File: config.mk
export PLATFORM = sky130hd
export DESIGN_NAME = regfile_wb_ctrl_flat
export DESIGN_NICKNAME = d
export VERILOG_FILES = /design/src/rtl/regfile_wb_ctrl_pkg.sv /design/src/rtl/regfile_wb_ctrl_if.sv /design/src/rtl/regfile_wb_ctrl_rr_arb2.sv /design/src/rtl/regfile_wb_ctrl.sv /design/src/flat_wrapper.sv
export SDC_FILE = /design/constraint.sdc
export NUM_CORES = 1
export LEC_CHECK = 0
export BUFFER_PORTS_ARGS = -buffer_cell sky130_fd_sc_hd__buf_2
export CAP_MARGIN = 30
export CORE_MARGIN = 5
export CORE_UTILIZATION = 50
export DETAILED_ROUTE_END_ITERATION = 16
export PLACE_DENSITY = 0.92
export SYNTH_ARGS = -nofsm -noshare
export SYNTH_HDL_FRONTEND = slang
export SYNTH_SLANG_ARGS = --single-unit
File: constraint.sdc
create_clock -name clk -period 2.6 [get_ports clk]
set_clock_uncertainty 0.2 [all_clocks]
set_input_delay 0.13 -clock clk [delete_from_list [all_inputs] [get_ports clk]]
set_output_delay 0.13 -clock clk [all_outputs]
set_load 0.005 [all_outputs]
File: src/rtl/regfile_wb_ctrl_pkg.sv
// regfile_wb_ctrl_pkg: shared widths, reset/write polarities and helpers for the write-back controller.
package regfile_wb_ctrl_pkg;
    localparam int ADDR_W = 5;
    localparam int DATA_W = 32;
    localparam int NREG   = 1 << ADDR_W;
    localparam logic [ADDR_W-1:0] ZERO_REG  = '0;
    localparam logic [DATA_W-1:0] DATA_ZERO = '0;
    localparam logic RST_ENABLE   = 1'b0;
    localparam logic WRITE_ENABLE = 1'b1;
    typedef struct packed {
        logic [ADDR_W-1:0] addr;
        logic [DATA_W-1:0] data;
    } wb_wr_t;
    function automatic logic [NREG-1:0] reg_mask(input logic [ADDR_W-1:0] a);
        return {{(NREG-1){1'b0}}, 1'b1} << a;
    endfunction
endpackage

File: src/rtl/regfile_wb_ctrl_if.sv
// regfile_wb_ctrl_if: issue, hazard, write-back source and register-file write signals.
interface regfile_wb_ctrl_if;
    import regfile_wb_ctrl_pkg::*;
    logic              iss_valid;
    logic [ADDR_W-1:0] iss_rd;
    logic              iss_ready;
    logic [ADDR_W-1:0] rs1_addr;
    logic [ADDR_W-1:0] rs2_addr;
    logic              rs1_busy;
    logic              rs2_busy;
    logic              a_valid;
    logic [ADDR_W-1:0] a_waddr;
    logic [DATA_W-1:0] a_wdata;
    logic              a_ready;
    logic              b_valid;
    logic [ADDR_W-1:0] b_waddr;
    logic [DATA_W-1:0] b_wdata;
    logic              b_ready;
    logic              rf_we;
    logic [ADDR_W-1:0] rf_waddr;
    logic [DATA_W-1:0] rf_wdata;
    modport master (
        output iss_valid, iss_rd, rs1_addr, rs2_addr,
        output a_valid, a_waddr, a_wdata, b_valid, b_waddr, b_wdata,
        input  iss_ready, rs1_busy, rs2_busy, a_ready, b_ready,
        input  rf_we, rf_waddr, rf_wdata
    );
    modport slave (
        input  iss_valid, iss_rd, rs1_addr, rs2_addr,
        input  a_valid, a_waddr, a_wdata, b_valid, b_waddr, b_wdata,
        output iss_ready, rs1_busy, rs2_busy, a_ready, b_ready,
        output rf_we, rf_waddr, rf_wdata
    );
endinterface

File: src/rtl/regfile_wb_ctrl_rr_arb2.sv
// rr_arb2: two-requester round-robin arbiter; on contention grants the side not granted last.
module rr_arb2
    import regfile_wb_ctrl_pkg::*;
(
    input  logic       clk,
    input  logic       rst_n,
    input  logic [1:0] req,
    output logic [1:0] gnt
);
    logic prefer_b;

    always_comb begin
        gnt[0] = req[0] & (~req[1] | ~prefer_b);
        gnt[1] = req[1] & (~req[0] | prefer_b);
    end

    always_ff @(posedge clk) begin
        if (rst_n == RST_ENABLE)
            prefer_b <= 1'b0;
        else if (|gnt)
            prefer_b <= gnt[0];
    end
endmodule

File: src/rtl/regfile_wb_ctrl.sv
// regfile_wb_ctrl: arbitrates ALU (A) and load/mul-div (B) write-back onto the single
// register-file write port and keeps the busy scoreboard used for decode hazard checks.
module regfile_wb_ctrl
    import regfile_wb_ctrl_pkg::*;
(
    input logic              clk,
    input logic              rst_n,
    regfile_wb_ctrl_if.slave bus
);
    logic [1:0]      gnt;
    logic [NREG-1:0] busy;
    logic [NREG-1:0] busy_set;
    logic [NREG-1:0] busy_clr;
    wb_wr_t          win;
    logic            wr_fire;

    rr_arb2 u_arb (
        .clk   (clk),
        .rst_n (rst_n),
        .req   ({bus.b_valid, bus.a_valid}),
        .gnt   (gnt)
    );

    always_comb begin
        win = gnt[1] ? {bus.b_waddr, bus.b_wdata} : {bus.a_waddr, bus.a_wdata};
        wr_fire = |gnt && win.addr != ZERO_REG;
        bus.a_ready = gnt[0];
        bus.b_ready = gnt[1];
        bus.iss_ready = ~busy[bus.iss_rd];
        bus.rs1_busy = busy[bus.rs1_addr];
        bus.rs2_busy = busy[bus.rs2_addr];
        busy_set = (bus.iss_valid && ~busy[bus.iss_rd]) ? reg_mask(bus.iss_rd) : '0;
        busy_clr = wr_fire ? reg_mask(win.addr) : '0;
    end

    // Set is applied after clear so a new producer survives a same-cycle retire; x0 never sticks.
    always_ff @(posedge clk) begin
        if (rst_n == RST_ENABLE) begin
            busy         <= '0;
            bus.rf_we    <= ~WRITE_ENABLE;
            bus.rf_waddr <= ZERO_REG;
            bus.rf_wdata <= DATA_ZERO;
        end else begin
            busy      <= ((busy & ~busy_clr) | busy_set) & ~reg_mask(ZERO_REG);
            bus.rf_we <= wr_fire;
            if (wr_fire) begin
                bus.rf_waddr <= win.addr;
                bus.rf_wdata <= win.data;
            end
        end
    end

    wr_idle_reg: cover property (@(posedge clk) disable iff (rst_n == RST_ENABLE)
        wr_fire && !busy[win.addr]);
endmodule

File: src/flat_wrapper.sv
// flat-port wrapper written by rule: the top's interface ports become plain ports
module regfile_wb_ctrl_flat import regfile_wb_ctrl_pkg::*;
  (clk, rst_n, bus_iss_valid, bus_iss_rd, bus_rs1_addr, bus_rs2_addr, bus_a_valid, bus_a_waddr, bus_a_wdata, bus_b_valid, bus_b_waddr, bus_b_wdata, bus_iss_ready, bus_rs1_busy, bus_rs2_busy, bus_a_ready, bus_b_ready, bus_rf_we, bus_rf_waddr, bus_rf_wdata);
  regfile_wb_ctrl_if bus_i ();
  input logic clk;
  input logic rst_n;
  input wire logic [$bits(bus_i.iss_valid)-1:0] bus_iss_valid;
  input wire logic [$bits(bus_i.iss_rd)-1:0] bus_iss_rd;
  input wire logic [$bits(bus_i.rs1_addr)-1:0] bus_rs1_addr;
  input wire logic [$bits(bus_i.rs2_addr)-1:0] bus_rs2_addr;
  input wire logic [$bits(bus_i.a_valid)-1:0] bus_a_valid;
  input wire logic [$bits(bus_i.a_waddr)-1:0] bus_a_waddr;
  input wire logic [$bits(bus_i.a_wdata)-1:0] bus_a_wdata;
  input wire logic [$bits(bus_i.b_valid)-1:0] bus_b_valid;
  input wire logic [$bits(bus_i.b_waddr)-1:0] bus_b_waddr;
  input wire logic [$bits(bus_i.b_wdata)-1:0] bus_b_wdata;
  output wire logic [$bits(bus_i.iss_ready)-1:0] bus_iss_ready;
  output wire logic [$bits(bus_i.rs1_busy)-1:0] bus_rs1_busy;
  output wire logic [$bits(bus_i.rs2_busy)-1:0] bus_rs2_busy;
  output wire logic [$bits(bus_i.a_ready)-1:0] bus_a_ready;
  output wire logic [$bits(bus_i.b_ready)-1:0] bus_b_ready;
  output wire logic [$bits(bus_i.rf_we)-1:0] bus_rf_we;
  output wire logic [$bits(bus_i.rf_waddr)-1:0] bus_rf_waddr;
  output wire logic [$bits(bus_i.rf_wdata)-1:0] bus_rf_wdata;
  assign bus_i.iss_valid = bus_iss_valid;
  assign bus_i.iss_rd = bus_iss_rd;
  assign bus_i.rs1_addr = bus_rs1_addr;
  assign bus_i.rs2_addr = bus_rs2_addr;
  assign bus_i.a_valid = bus_a_valid;
  assign bus_i.a_waddr = bus_a_waddr;
  assign bus_i.a_wdata = bus_a_wdata;
  assign bus_i.b_valid = bus_b_valid;
  assign bus_i.b_waddr = bus_b_waddr;
  assign bus_i.b_wdata = bus_b_wdata;
  assign bus_iss_ready = bus_i.iss_ready;
  assign bus_rs1_busy = bus_i.rs1_busy;
  assign bus_rs2_busy = bus_i.rs2_busy;
  assign bus_a_ready = bus_i.a_ready;
  assign bus_b_ready = bus_i.b_ready;
  assign bus_rf_we = bus_i.rf_we;
  assign bus_rf_waddr = bus_i.rf_waddr;
  assign bus_rf_wdata = bus_i.rf_wdata;
  regfile_wb_ctrl u_core (.clk(clk), .rst_n(rst_n), .bus(bus_i));
endmodule
==> After elaboration in Yosys (flattened, before gate mapping) <==
Index checks and enable logic that the tools add are counted.
{ "op_classes": {"n_lt_le_gt_ge": 3, "shifts": 2, "muxes": 9, "bitwise": 11, "n_reduce_logical": 4} }
{ "op_table": {"columns": ["op", "n"], "rows": [
  ["two-way mux 32 bit", 2],
  ["left shift 1 x 5 -> 32 bit (first input constant)", 2],
  ["two-way mux 37 bit", 1],
  ["bitwise AND 32 bit", 1],
  ["inverter 32 bit", 1],
  ["OR 32 bit", 1],
  ["< comparator 5 x 6 -> 1 bit (second input constant)", 3],
  ["binary-select mux 1 bit (select 5 bit)", 3],
  ["nonzero test 5 bit", 1],
  ["inverter 1 bit", 4],
  ["two-way mux 1 bit", 3],
  ["bitwise AND 1 bit", 2],
  ["logical AND 1 bit", 2],
  ["OR 1 bit", 2],
  ["OR reduction 2 bit", 1]
]} }
{ "word_totals": {"regBits": 71, "in_bits": 94, "elab_cells": 35} }

==> Depth between registers and ports, before layout <==
{ "depth": {"depth_word": 10, "mapped_depth": 9, "ltp_nobuf": 7} }

==> Cells and area by module <==
From an unflattened synthesis, not the netlist that was laid out.
{ "unflattened": {"hier_cells": 460, "area_unflattened_um2": 4227.8} }
{ "modules_own_cells": {"columns": ["module", "instances", "cells_each", "area_per_inst_um2"], "rows": [
  ["regfile_wb_ctrl", 1, 454, 4174.0],
  ["rr_arb2", 1, 6, 53.8]
]} }

==> Worst setup path after synthesis <==
No wires, ideal clock.
{ "synth_path": {"path_type": "input port to output port", "start": "in bus_rs1_addr[0]", "end": "out bus_rs1_busy", "arrival_time_ns": 1.814, "required_ns": 2.270, "slack_ns": 0.456, "cell_stages": 4, "cell_sequence": "clkbuf_1 > mux4_2 > mux4_2 > mux2_2"} }
{ "synth_between": {"elab_chain_cells": 2} }
{ "synth_rtl": {"columns": ["item", "line", "source"], "rows": [
  ["from (decl)", "flat_wrapper.sv:9", "input wire logic [$bits(bus_i.rs1_addr)-1:0] bus_rs1_addr;"],
  ["binary-select mux 1 bit (select 5 bit)", "regfile_wb_ctrl.sv:30", "bus.rs1_busy = busy[bus.rs1_addr];"],
  ["two-way mux 1 bit (not written as such)", "regfile_wb_ctrl.sv:30", null],
  ["to (decl)", "flat_wrapper.sv:18", "output wire logic [$bits(bus_i.rs1_busy)-1:0] bus_rs1_busy;"]
]} }
No other way between the ends. The select of a mux whose other input is x is not followed.

==> Worst setup path after layout <==
{ "layout_path": {"start": "in bus_a_valid", "end": "reg u_core.bus.rf_wdata[2]"} }
{ "layout_between": {"elab_chain_cells": 6} }
{ "layout_rtl": {"columns": ["item", "line", "source"], "rows": [
  ["from (decl)", "flat_wrapper.sv:11", "input wire logic [$bits(bus_i.a_valid)-1:0] bus_a_valid;"],
  ["inverter 1 bit", "regfile_wb_ctrl_rr_arb2.sv:14", "gnt[1] = req[1] & (~req[0] | prefer_b);"],
  ["OR 1 bit", "regfile_wb_ctrl_rr_arb2.sv:14", null],
  ["bitwise AND 1 bit", "regfile_wb_ctrl_rr_arb2.sv:14", null],
  ["two-way mux 37 bit", "regfile_wb_ctrl.sv:25", "win = gnt[1] ? {bus.b_waddr, bus.b_wdata} : {bus.a_waddr, bus.a_wdata};"],
  ["nonzero test 5 bit", "regfile_wb_ctrl.sv:26", "wr_fire = |gnt && win.addr != ZERO_REG;"],
  ["logical AND 1 bit", "regfile_wb_ctrl.sv:26", null],
  ["to (signal assigned)", "regfile_wb_ctrl.sv:48", "bus.rf_wdata <= win.data;"],
  ["to (decl)", "regfile_wb_ctrl_if.sv:32", "output rf_we, rf_waddr, rf_wdata"]
]} }
Parallel ways exist; a longest one is shown, timed or not.
A chain may end at the register's enable or synchronous reset.

==> results.yml <==
run_status:
  outcome: "finished clean"
floorplanning:
  dieArea_um2: 9490
  initial_core_util: 0.521
  pin_count: 137
  die_h_um: 97.4
  fp.coreArea_um2: 7330
  dieWidth_um: 97.4
  num_rows: 31
synth:
  synth.distinct_cells: 42
  syn_nets: 517
  synth_top_cell_by_area: "dfxtp_1"
  synth_top_cell_area_share: 0.367
  synth.area.top_cells: "dfxtp_1, mux4_2, a311oi_1, nand2_1, o21ai_0"
  syn-instance-count: 423
  ys_ff_latch: 70
  syn_avg_cell_area_um2: 9.03
  ys.flop_type: "dfxtp_1"
  ys_seq_area_frac: 0.367
  async_flop_share: 0
  synth_edf_count: 0
  yosysWarnings: 0
  synth_area_um2: 3820
sta:
  period_minus_slack_ns: 2.49
  holdWs_ns: 0.0503
  finalSetupViolCount: 0
  min_period_over_period: 0.959
  relSlewSlack: 0.461
  hold_viol: 0
  fin_tns_setup_ns: 0
  fin_ws_ns: 0.107
  fmax_ghz: 0.401
  worstMarginPinSlew_ns: 0.806
  grt_setup_unrepaired: "false"
  maxSlewViolCount: 0
final_layout:
  nNetsFinal: 718
  final_common_cell: "buf_2"
  drive_above_1_share: 0.324
  seqCellArea_um2: 1400
  area_growth_pct: 44.6
  multi_input_area_um2: 2240
  fillCellCount: 423
  layout_common_cells: "buf_2, nand2_1, dlygate4sd3_1"
setup_path:
  worstSetupStartpointType: "input port"
  end_kind: "flip-flop"
  crit_type: "in2reg"
  crit_cells: 8
  worst_path_largest_cell_delay_ns: 0.52
  crit_path_max_fanout: 52
  crit_family: "buffers and inverters"
  crit_slowest_cell: "dlygate4sd3_1"
  path_cells: "dlygate4sd3_1, buf_2, nand2b_1, nand2_2, mux2_2, o32a_4, buf_12, a311oi_1"
  worstRegToRegCells: 6
  crit_required_ns: 2.64
  cp.buffers_inverters: 3
  worstPathArrival_ns: 2.53
clocking:
  clock_sinks: 70
  cts_max_path_buffers: 2
  cts_buffers: 9
  tritoncts: "done"
  insertion_delay_ns: 0.36
  cts_root_buffer: "clkbuf_8"
  h-tree-depth: 3
  cts.clk_slew.worst_paths_ns: 0.09
place:
  port_buffers: 136
  pre_cts_slack_ns: 0.172
  dp_hpwl_um: 9330
  place_congestion: 0.987
detailed_routing:
  first_pass_iters: 5
  drc_errors: 0
  drt_wl_total_um: 15300
  avgRoutedWirePerCell_um: 21.0
  vias_per_cell: 6.43
  drt_iter0_drc: 585
  vias: 4689
  drtAntennaViolNets: 0
power_and_ir_drop:
  ir_worst_vdd_mv: 0.367
  total_power_mw: 2.62
  p_leak_nw: 2.36
  power.density_nw_per_um2: 474
global_routing:
  grt_max_degree: 53
  antenna_found_initial: 1
  grt_usage: 0.315
  grt_pass1_vias: 4803
  gr-total-overflow: 0
  grt_pass1_wl_um: 24200
run:
  cap_violations: 0
hold_path:
  hp-class: "in2reg"
  hold_depth: 3
## final timing paths
kind / from / end / slack, ns
worst max-delay path: bus_a_valid / u_core.bus.rf_wdata[2] / 0.11
worst min-delay path: bus_iss_rd[3] / u_core.busy[13] / 0.05
worst min register to register: u_core.bus.rf_waddr[4] / u_core.bus.rf_waddr[4] / 0.29
worst max register to register: u_core.u_arb.prefer_b / u_core.bus.rf_wdata[2] / 0.16
## kinds of logic after synthesis
family                 synth area share
AND/OR/NAND/NOR                   0.167
AO/OA/AOI/OAI                     0.238
flip-flops                        0.367
multiplexers                      0.176
buffers and inverters            0.0514
## power breakdown
part           switching, mW  total (mW)  internal [mW]
logic                  0.311       0.590          0.279
clock network          0.489       0.856          0.367
registers             0.0405        1.17           1.13
total                  0.840        2.62           1.78
## synth_stat cells, drive strengths merged (5+ instances only)
cell type	number
mux4	22
dfxtp	70
nand3	9
clkbuf	22
o21ai	34
a31oi	5
nor2	42
mux2i	11
inv	7
nand2	79
buf	12
o311ai	17
o211ai	16
mux2	6
a311oi	34
## stage by stage
| step | cell area, µm² | utilization | cells |
|---|---|---|---|
| detailed placement | 4570 | 0.623 | 637 |
| global placement | 4570 | 0.623 | 637 |
| floorplan | 3820 | - | 423 |
| global route | 5530 | 0.754 | 729 |
| finish | 5530 | 0.754 | 729 |
| CTS | 5500 | 0.750 | 727 |
## layout make-up
class / instances / share of cell area
Antenna cell: 1 / 0.000453
Clock buffer: 9 / 0.0224
Timing Repair Buffer: 224 / 0.279
Clock inverter: 7 / 0.0115
Multi-Input combinational cell: 311 / 0.406
Inverter: 8 / 0.00543
Tap cell: 99 / 0.0224
Sequential cell: 70 / 0.254
## sequential cells by signal, summed over array words and instances (netlist names)
signal and count:
u_core.u_arb.prefer_b 1, u_core.bus.rf_waddr 5, u_core.bus.rf_wdata 32, u_core.bus.rf_we 1, u_core.busy 31
## layer usage
layer	wire length, µm	GRT usage
met1	5400	0.365
met5	0	0
met3	2000	0.109
met4	762	0.174
met2	7170	0.510
## tightest hold or removal path: stages
cell,delay (ns)
buf_2,0.15
nand3_1,0.17
o21ai_0,0.11
## repair_timing
item / CTS / global route
buffers inserted: 0 / 1
endpoints found under the hold margin: 37 / 0
hold buffers: 74 / 0
setup endpoints to repair: 0 / 14
gates resized for setup: 0 / 3
No activity file was read; power rests on OpenSTA's default activity.
